===== config.mk =====
export PLATFORM = sky130hd
export DESIGN_NAME = cory_pack_flat
export DESIGN_NICKNAME = d
export VERILOG_FILES = /design/src/rtl/cory_pack_if.sv /design/src/rtl/cory_pack.sv /design/src/flat_wrapper.sv
export SDC_FILE = /design/constraint.sdc
export NUM_CORES = 1
export LEC_CHECK = 0
export ABC_AREA = 0
export CAP_MARGIN = 20
export CORE_MARGIN = 4
export CORE_UTILIZATION = 40
export CTS_BUF_LIST = sky130_fd_sc_hd__clkbuf_4
export DETAILED_ROUTE_END_ITERATION = 10
export PLACE_DENSITY = 0.58
export SYNTH_ARGS = -nofsm -noshare
export SYNTH_HDL_FRONTEND = slang
export SYNTH_SLANG_ARGS = --single-unit

===== constraint.sdc =====
create_clock -name clk -period 4.1 [get_ports clk]
set_clock_uncertainty 0.05 [all_clocks]
set_input_delay 0.615 -clock clk [delete_from_list [all_inputs] [get_ports clk]]
set_output_delay 0.615 -clock clk [all_outputs]
set_load 0.02 [all_outputs]

===== src/rtl/cory_pack_if.sv =====
// Handshake bundle for cory_pack: packed-unit input stream and output stream.
// Packet-end signals exist only when CORY_PACK_LAST_EN is defined.
interface cory_pack_if #(
  parameter int N = 8,
  parameter int A = 3 * N,
  parameter int Z = 4 * N
);
  logic         i_a_v;
  logic [A-1:0] i_a_d;
  logic         o_a_r;
  logic         o_z_v;
  logic [Z-1:0] o_z_d;
  logic         i_z_r;
`ifdef CORY_PACK_LAST_EN
  localparam int NW = $clog2(Z / N) + 1;
  logic          i_a_l;
  logic [NW-1:0] o_z_n;
  logic          o_z_l;

  modport master (output i_a_v, i_a_d, i_a_l, i_z_r,
                  input  o_a_r, o_z_v, o_z_d, o_z_n, o_z_l);
  modport slave  (input  i_a_v, i_a_d, i_a_l, i_z_r,
                  output o_a_r, o_z_v, o_z_d, o_z_n, o_z_l);
`else
  modport master (output i_a_v, i_a_d, i_z_r,
                  input  o_a_r, o_z_v, o_z_d);
  modport slave  (input  i_a_v, i_a_d, i_z_r,
                  output o_a_r, o_z_v, o_z_d);
`endif
endinterface


===== src/rtl/cory_pack.sv =====
// Width converter: packs NA-unit input words into NZ-unit output words via a Q-unit circular queue.
// Optional packet-end support (early flush on a last mark) is enabled with CORY_PACK_LAST_EN.
module cory_pack #(
  parameter int N = 8,
  parameter int A = 3 * N,
  parameter int Z = 4 * N,
  parameter int Q = A / N + Z / N
) (
  input  logic      clk,
  input  logic      reset,
  cory_pack_if.slave bus
);
  localparam int NA = A / N;
  localparam int NZ = Z / N;
  localparam int PW = (Q > 1) ? $clog2(Q) : 1;
  localparam int CW = $clog2(Q + 1);
  localparam int NW = $clog2(NZ) + 1;

  logic [N-1:0]  q_q [Q];
  logic [PW-1:0] rptr_q, rptr_d;
  logic [PW-1:0] wptr_q, wptr_d;
  logic [CW-1:0] cnt_q, cnt_d;
  logic [NW-1:0] n_out;
  logic [Z-1:0]  z_data;
  logic          a_rdy, z_vld, push, pop;
`ifdef CORY_PACK_LAST_EN
  logic          q_last_q [Q];
  logic          z_last;
`endif

  // Sums never exceed 2*Q-1, so a single conditional subtract wraps any Q.
  function automatic logic [PW-1:0] wrap(input int v);
    return (v >= Q) ? PW'(v - Q) : PW'(v);
  endfunction

  always_comb begin
    a_rdy = (int'(cnt_q) + NA <= Q);
    n_out = NW'(NZ);
    z_vld = (int'(cnt_q) >= NZ);
`ifdef CORY_PACK_LAST_EN
    z_last = 1'b0;
    // Scan downwards so the oldest marked unit in the window wins.
    for (int k = NZ - 1; k >= 0; k--) begin
      if (k < int'(cnt_q) && q_last_q[wrap(int'(rptr_q) + k)]) begin
        n_out  = NW'(k + 1);
        z_last = 1'b1;
      end
    end
    if (z_last) z_vld = 1'b1;
`endif
    z_data = '0;
    for (int k = 0; k < NZ; k++) begin
      z_data[k*N +: N] = (k < int'(n_out)) ? q_q[wrap(int'(rptr_q) + k)] : '0;
    end
    push   = bus.i_a_v && a_rdy;
    pop    = z_vld && bus.i_z_r;
    wptr_d = push ? wrap(int'(wptr_q) + NA) : wptr_q;
    rptr_d = pop ? wrap(int'(rptr_q) + int'(n_out)) : rptr_q;
    cnt_d  = CW'(int'(cnt_q) + (push ? NA : 0) - (pop ? int'(n_out) : 0));
  end

  // Queue/pointer register stage: output is a direct view of this state.
  always_ff @(posedge clk) begin
    if (reset) begin
      cnt_q  <= '0;
      rptr_q <= '0;
      wptr_q <= '0;
      for (int k = 0; k < Q; k++) begin
        q_q[k] <= '0;
`ifdef CORY_PACK_LAST_EN
        q_last_q[k] <= 1'b0;
`endif
      end
    end else begin
      cnt_q  <= cnt_d;
      rptr_q <= rptr_d;
      wptr_q <= wptr_d;
      if (push) begin
        for (int k = 0; k < NA; k++) begin
          q_q[wrap(int'(wptr_q) + k)] <= bus.i_a_d[k*N +: N];
`ifdef CORY_PACK_LAST_EN
          q_last_q[wrap(int'(wptr_q) + k)] <= (k == NA - 1) && bus.i_a_l;
`endif
        end
      end
    end
  end

  assign bus.o_a_r = a_rdy;
  assign bus.o_z_v = z_vld;
  assign bus.o_z_d = z_data;
`ifdef CORY_PACK_LAST_EN
  assign bus.o_z_n = z_vld ? n_out : '0;
  assign bus.o_z_l = z_last;
`endif
endmodule


===== src/flat_wrapper.sv =====
// flat-port wrapper written by rule: the top's interface ports become plain ports
module cory_pack_flat 
#(
  parameter int N = 8,
  parameter int A = 3 * N,
  parameter int Z = 4 * N,
  parameter int Q = A / N + Z / N
)
  (clk, reset, bus_i_a_v, bus_i_a_d, bus_i_z_r, bus_o_a_r, bus_o_z_v, bus_o_z_d);
  cory_pack_if #(.N(N), .A(A), .Z(Z)) bus_i ();
  input  logic clk;
  input  logic reset;
  input wire logic [$bits(bus_i.i_a_v)-1:0] bus_i_a_v;
  input wire logic [$bits(bus_i.i_a_d)-1:0] bus_i_a_d;
  input wire logic [$bits(bus_i.i_z_r)-1:0] bus_i_z_r;
  output wire logic [$bits(bus_i.o_a_r)-1:0] bus_o_a_r;
  output wire logic [$bits(bus_i.o_z_v)-1:0] bus_o_z_v;
  output wire logic [$bits(bus_i.o_z_d)-1:0] bus_o_z_d;
  assign bus_i.i_a_v = bus_i_a_v;
  assign bus_i.i_a_d = bus_i_a_d;
  assign bus_i.i_z_r = bus_i_z_r;
  assign bus_o_a_r = bus_i.o_a_r;
  assign bus_o_z_v = bus_i.o_z_v;
  assign bus_o_z_d = bus_i.o_z_d;
  cory_pack #(.N(N), .A(A), .Z(Z), .Q(Q)) u_core (.clk(clk), .reset(reset), .bus(bus_i));
endmodule

==> impl_metrics.xml <==
<?xml version="1.0" encoding="UTF-8"?>
<metrics>
  <group name="finish">
    <metric name="layout.area.seq" unit="µm²">2110</metric>
    <metric name="finish.instance_area" unit="µm²">7970</metric>
    <metric name="multiInputGateArea" unit="µm²">4470</metric>
    <metric name="final_cell_mix" unit="">sky130_fd_sc_hd__mux2i_1 (94), sky130_fd_sc_hd__nor2_1 (89), sky130_fd_sc_hd__a21oi_1 (73), sky130_fd_sc_hd__edfxtp_1 (64), sky130_fd_sc_hd__clkdlybuf4s50_1 (41)</metric>
    <metric name="layout.cells.most_common" unit="">sky130_fd_sc_hd__mux2i_1</metric>
    <metric name="flow.area_growth_from_synthesis" unit="%">15.2</metric>
    <metric name="nNetsFinal" unit="">825</metric>
    <metric name="drive_above_1_share" unit="%">14.4</metric>
    <metric name="finish.cell_count_without_fillers" unit="">1001</metric>
    <metric name="n_fill_cell" unit="">1625</metric>
  </group>
  <group name="placed_design">
    <metric name="dpl-instance-area" unit="µm²">7830</metric>
    <metric name="place.detailed.instances" unit="">984</metric>
    <metric name="detailedPlacementHpwl" unit="mm">18.2</metric>
    <metric name="gpl.final_weighted_congestion" unit="">0.979</metric>
    <metric name="port-buffer-count" unit="">61</metric>
  </group>
  <group name="sta">
    <metric name="unrepaired_setup_endpoints_after_global_routing" unit="">no</metric>
    <metric name="finalWorstPathRequiredPeriod" unit="ps">3950</metric>
    <metric name="setup_viol_count_final" unit="">0</metric>
    <metric name="tns" unit="ps">0</metric>
    <metric name="highest_clock_rate" unit="MHz">253</metric>
    <metric name="fin_crit_sh" unit="%">96.4</metric>
    <metric name="timing_worst_slew_pin_value" unit="ps">778</metric>
    <metric name="finalHoldViolCount" unit="">0</metric>
    <metric name="final-max-slew-violation-count" unit="">0</metric>
    <metric name="hold_ws" unit="ps">524</metric>
    <metric name="max_slew_margin" unit="%">47.8</metric>
  </group>
  <group name="floorplanning">
    <metric name="floorplan.die_area" unit="µm²">19500</metric>
    <metric name="die-height" unit="µm">140</metric>
    <metric name="die_w" unit="µm">140</metric>
    <metric name="num_rows" unit="">47</metric>
    <metric name="core" unit="µm²">16800</metric>
    <metric name="top_level_pins" unit="">62</metric>
    <metric name="start_util" unit="%">41.3</metric>
  </group>
  <group name="cts">
    <metric name="htree_levels" unit="">3</metric>
    <metric name="numCtsBuffers" unit="">9</metric>
    <metric name="cts-root-buf" unit="">sky130_fd_sc_hd__clkbuf_4</metric>
    <metric name="post_cts_buffers" unit="">0</metric>
    <metric name="clock_path_buffers" unit="">2</metric>
    <metric name="cts_num_sinks" unit="">73</metric>
    <metric name="cts-hold-fix-buffers" unit="">0</metric>
    <metric name="tritoncts" unit="">done</metric>
    <metric name="clk_pin_slew_worst_paths" unit="ps">140</metric>
    <metric name="clk_latency" unit="ps">430</metric>
  </group>
  <group name="yosys">
    <metric name="netlist_instances" unit="">736</metric>
    <metric name="synth_top_family_by_area" unit="">multiplexers</metric>
    <metric name="synth.avg_cell_area" unit="µm²">9.40</metric>
    <metric name="synth-adder-area-share" unit="%">4.20</metric>
    <metric name="synth_nets" unit="">786</metric>
    <metric name="share_of_the_synthesized_area_in_compound_gates_ao_oa_aoi_oai" unit="%">20.5</metric>
    <metric name="async_reset_ff_share" unit="%">0</metric>
    <metric name="synth_simple_gate_area_share" unit="%">14.4</metric>
    <metric name="yosys.area_share.xor_xnor" unit="%">0.995</metric>
    <metric name="synth_ff_type" unit="">sky130_fd_sc_hd__edfxtp_1</metric>
    <metric name="ys_ff_latch" unit="">73</metric>
    <metric name="synth.area.mux_share" unit="%">23.8</metric>
    <metric name="number_of_flops_mapped_to_enable_cells_by_yosys" unit="">64</metric>
    <metric name="synth.distinct_cells" unit="">68</metric>
    <metric name="syn_area" unit="µm²">6920</metric>
    <metric name="synthesis_warning_total" unit="">0</metric>
    <metric name="synth_seq_area_share" unit="%">30.4</metric>
  </group>
  <group name="critical_path">
    <metric name="critical_path.max_fanout" unit="">16</metric>
    <metric name="worstSetupStartpointType" unit="">flip-flop</metric>
    <metric name="worst_path_dominant_cell_family" unit="">buffers and inverters</metric>
    <metric name="cells_along_the_critical_path" unit="">inv_1 -&gt; ha_1 -&gt; fa_2 -&gt; xor2_2 -&gt; buf_12 -&gt; mux4_2 -&gt; mux2_2 -&gt; clkdlybuf4s50_1</metric>
    <metric name="critPathBufInv" unit="">3</metric>
    <metric name="crit_arrival" unit="ps">3290</metric>
    <metric name="cp_data_required_time" unit="ps">3430</metric>
    <metric name="cp_slowest_stage_delay" unit="ps">550</metric>
    <metric name="setup.worst_path.class" unit="">flip-flop to output port</metric>
    <metric name="crit_slowest_cell" unit="">sky130_fd_sc_hd__clkdlybuf4s50_1</metric>
    <metric name="timing.critical_path.to_type" unit="">output port</metric>
  </group>
  <group name="global_routing">
    <metric name="grt_max_degree" unit="">33</metric>
    <metric name="antenna_violations_before_repair" unit="">1</metric>
    <metric name="global_route.usage.met2" unit="%">39.6</metric>
    <metric name="met1_layer_usage_reported_by_global_route" unit="%">32.9</metric>
    <metric name="globalRouteMet3Util" unit="%">3.88</metric>
    <metric name="global_route.peak_usage_layer" unit="">met2</metric>
    <metric name="grt_usage" unit="%">24.5</metric>
    <metric name="grt_pass1_vias" unit="">6012</metric>
    <metric name="grt_overflow_total" unit="">0</metric>
    <metric name="wire_length_of_the_first_global_routing_pass" unit="mm">36.8</metric>
  </group>
  <group name="power">
    <metric name="power_density" unit="nW/µm²">427</metric>
    <metric name="vdd_drop_max" unit="µV">215</metric>
    <metric name="leakage" unit="nW">3.31</metric>
  </group>
  <group name="routing">
    <metric name="drtIter0Drc" unit="">703</metric>
    <metric name="detail_route.drc_violations" unit="">0</metric>
    <metric name="routed-via-count" unit="">6284</metric>
    <metric name="detailedRoute.firstPassIterationCount" unit="">7</metric>
    <metric name="routed_wire_length_per_instance" unit="µm">24.2</metric>
    <metric name="routed_wl" unit="mm">24.2</metric>
    <metric name="post_drt_via_cell_ratio" unit="">6.28</metric>
    <metric name="postRouteAntennaNets" unit="">0</metric>
  </group>
  <group name="run_status">
    <metric name="run_status" unit="">completed</metric>
  </group>
  <group name="flow_run">
    <metric name="drv_cap" unit="">0</metric>
  </group>
  <group name="min_path">
    <metric name="hp-class" unit="">flip-flop to flip-flop</metric>
  </group>
</metrics>
synthesized netlist by cell type (9+ instances only):
library cell | number | share of area [%]
sky130_fd_sc_hd__a21oi_1 | 73 | 5.3
sky130_fd_sc_hd__a221oi_1 | 16 | 2.0
sky130_fd_sc_hd__a22oi_1 | 40 | 4.3
sky130_fd_sc_hd__and3_1 | 19 | 1.7
sky130_fd_sc_hd__buf_1 | 15 | 0.81
sky130_fd_sc_hd__buf_2 | 16 | 1.2
sky130_fd_sc_hd__clkbuf_1 | 27 | 1.5
sky130_fd_sc_hd__dfxtp_1 | 9 | 2.6
sky130_fd_sc_hd__edfxtp_1 | 64 | 28
sky130_fd_sc_hd__ha_1 | 20 | 3.6
sky130_fd_sc_hd__inv_1 | 13 | 0.71
sky130_fd_sc_hd__mux2_2 | 24 | 3.9
sky130_fd_sc_hd__mux2i_1 | 95 | 14
sky130_fd_sc_hd__mux4_2 | 11 | 3.6
sky130_fd_sc_hd__nand2_1 | 40 | 2.2
sky130_fd_sc_hd__nand2b_1 | 13 | 1.2
sky130_fd_sc_hd__nor2_1 | 89 | 4.8
sky130_fd_sc_hd__o21ai_0 | 11 | 0.80
sky130_fd_sc_hd__o22ai_1 | 25 | 2.3
where the power goes:
| part | internal [mW] | total, mW | switching [mW] | leakage (nW) |
|---|---|---|---|---|
| clock | 0.134 | 0.406 | 0.272 | 0.0676 |
| combinational | 0.777 | 1.78 | 1.00 | 2.51 |
| sequential | 0.997 | 1.22 | 0.221 | 0.734 |
| total | 1.91 | 3.41 | 1.50 | 3.31 |
per-layer routing:
layer	routed length (µm)	part of all wire, %
met1	10200	42
met2	11200	46
met3	1750	7.2
met4	1010	4.2
met5	0	0
worst min-delay path: stages, from the launching register on:
cell and delay, ps:
sky130_fd_sc_hd__dfxtp_4 400, sky130_fd_sc_hd__o21ai_0 80, sky130_fd_sc_hd__a21oi_1 60
sequential cells by signal, summed over array words and instances (netlist names):
signal and flops:
u_core.wptr_q 3, u_core.cnt_q 3, u_core.rptr_q 3, u_core.q_q 64
layout make-up:
cell class	instances	share of cell area, %
antenna	1	0.0314
clock buffer	10	0.942
clock inverter	6	0.534
inverter	14	0.659
multi-input combinational	581	56.1
sequential	73	26.5
tap	220	3.45
timing repair buffer	96	11.9
through the flow:
stage / util [%] / worst slack [ps] / total power, mW
2_1_floorplan: - / 677 / 2.35
3_5_place_dp: 46.7 / 308 / 3.03
6_report: 47.5 / 150 / 3.41
3_3_place_gp: 46.7 / 389 / 3.00
5_1_grt: 47.5 / 6.35 / 3.61
4_1_cts: 47.4 / 3.69 / 3.41
what timing repair did:
action,CTS,global route
cloned,0,0
resized for setup,16,11
setup endpoints to repair,26,20
pin swaps,0,0
path summary, 6_finish.rpt:
path,startpoint,end,slack (ps),cells past startpoint
worst min register to register,u_core.rptr_q[1],u_core.rptr_q[1],520,2
worst min-delay path,u_core.rptr_q[1],u_core.rptr_q[1],520,2
worst max-delay path,u_core.rptr_q[1],bus_o_z_d[20],150,8
worst max register to register,u_core.wptr_q[1],u_core.q_q[3][5],1000,7
logic make-up (layout without fill, tap and decap cells):
family / Yosys count / count (layout)
AND/OR/NAND/NOR: 207 / 207
AO/OA/AOI/OAI: 206 / 206
multiplexers: 139 / 139
buffers and inverters: 82 / 126
flip-flops: 73 / 73
adder cells (fa/ha/maj): 22 / 22
XOR/XNOR: 7 / 7
other: 0 / 1
No activity file was read; power rests on OpenSTA's default activity.
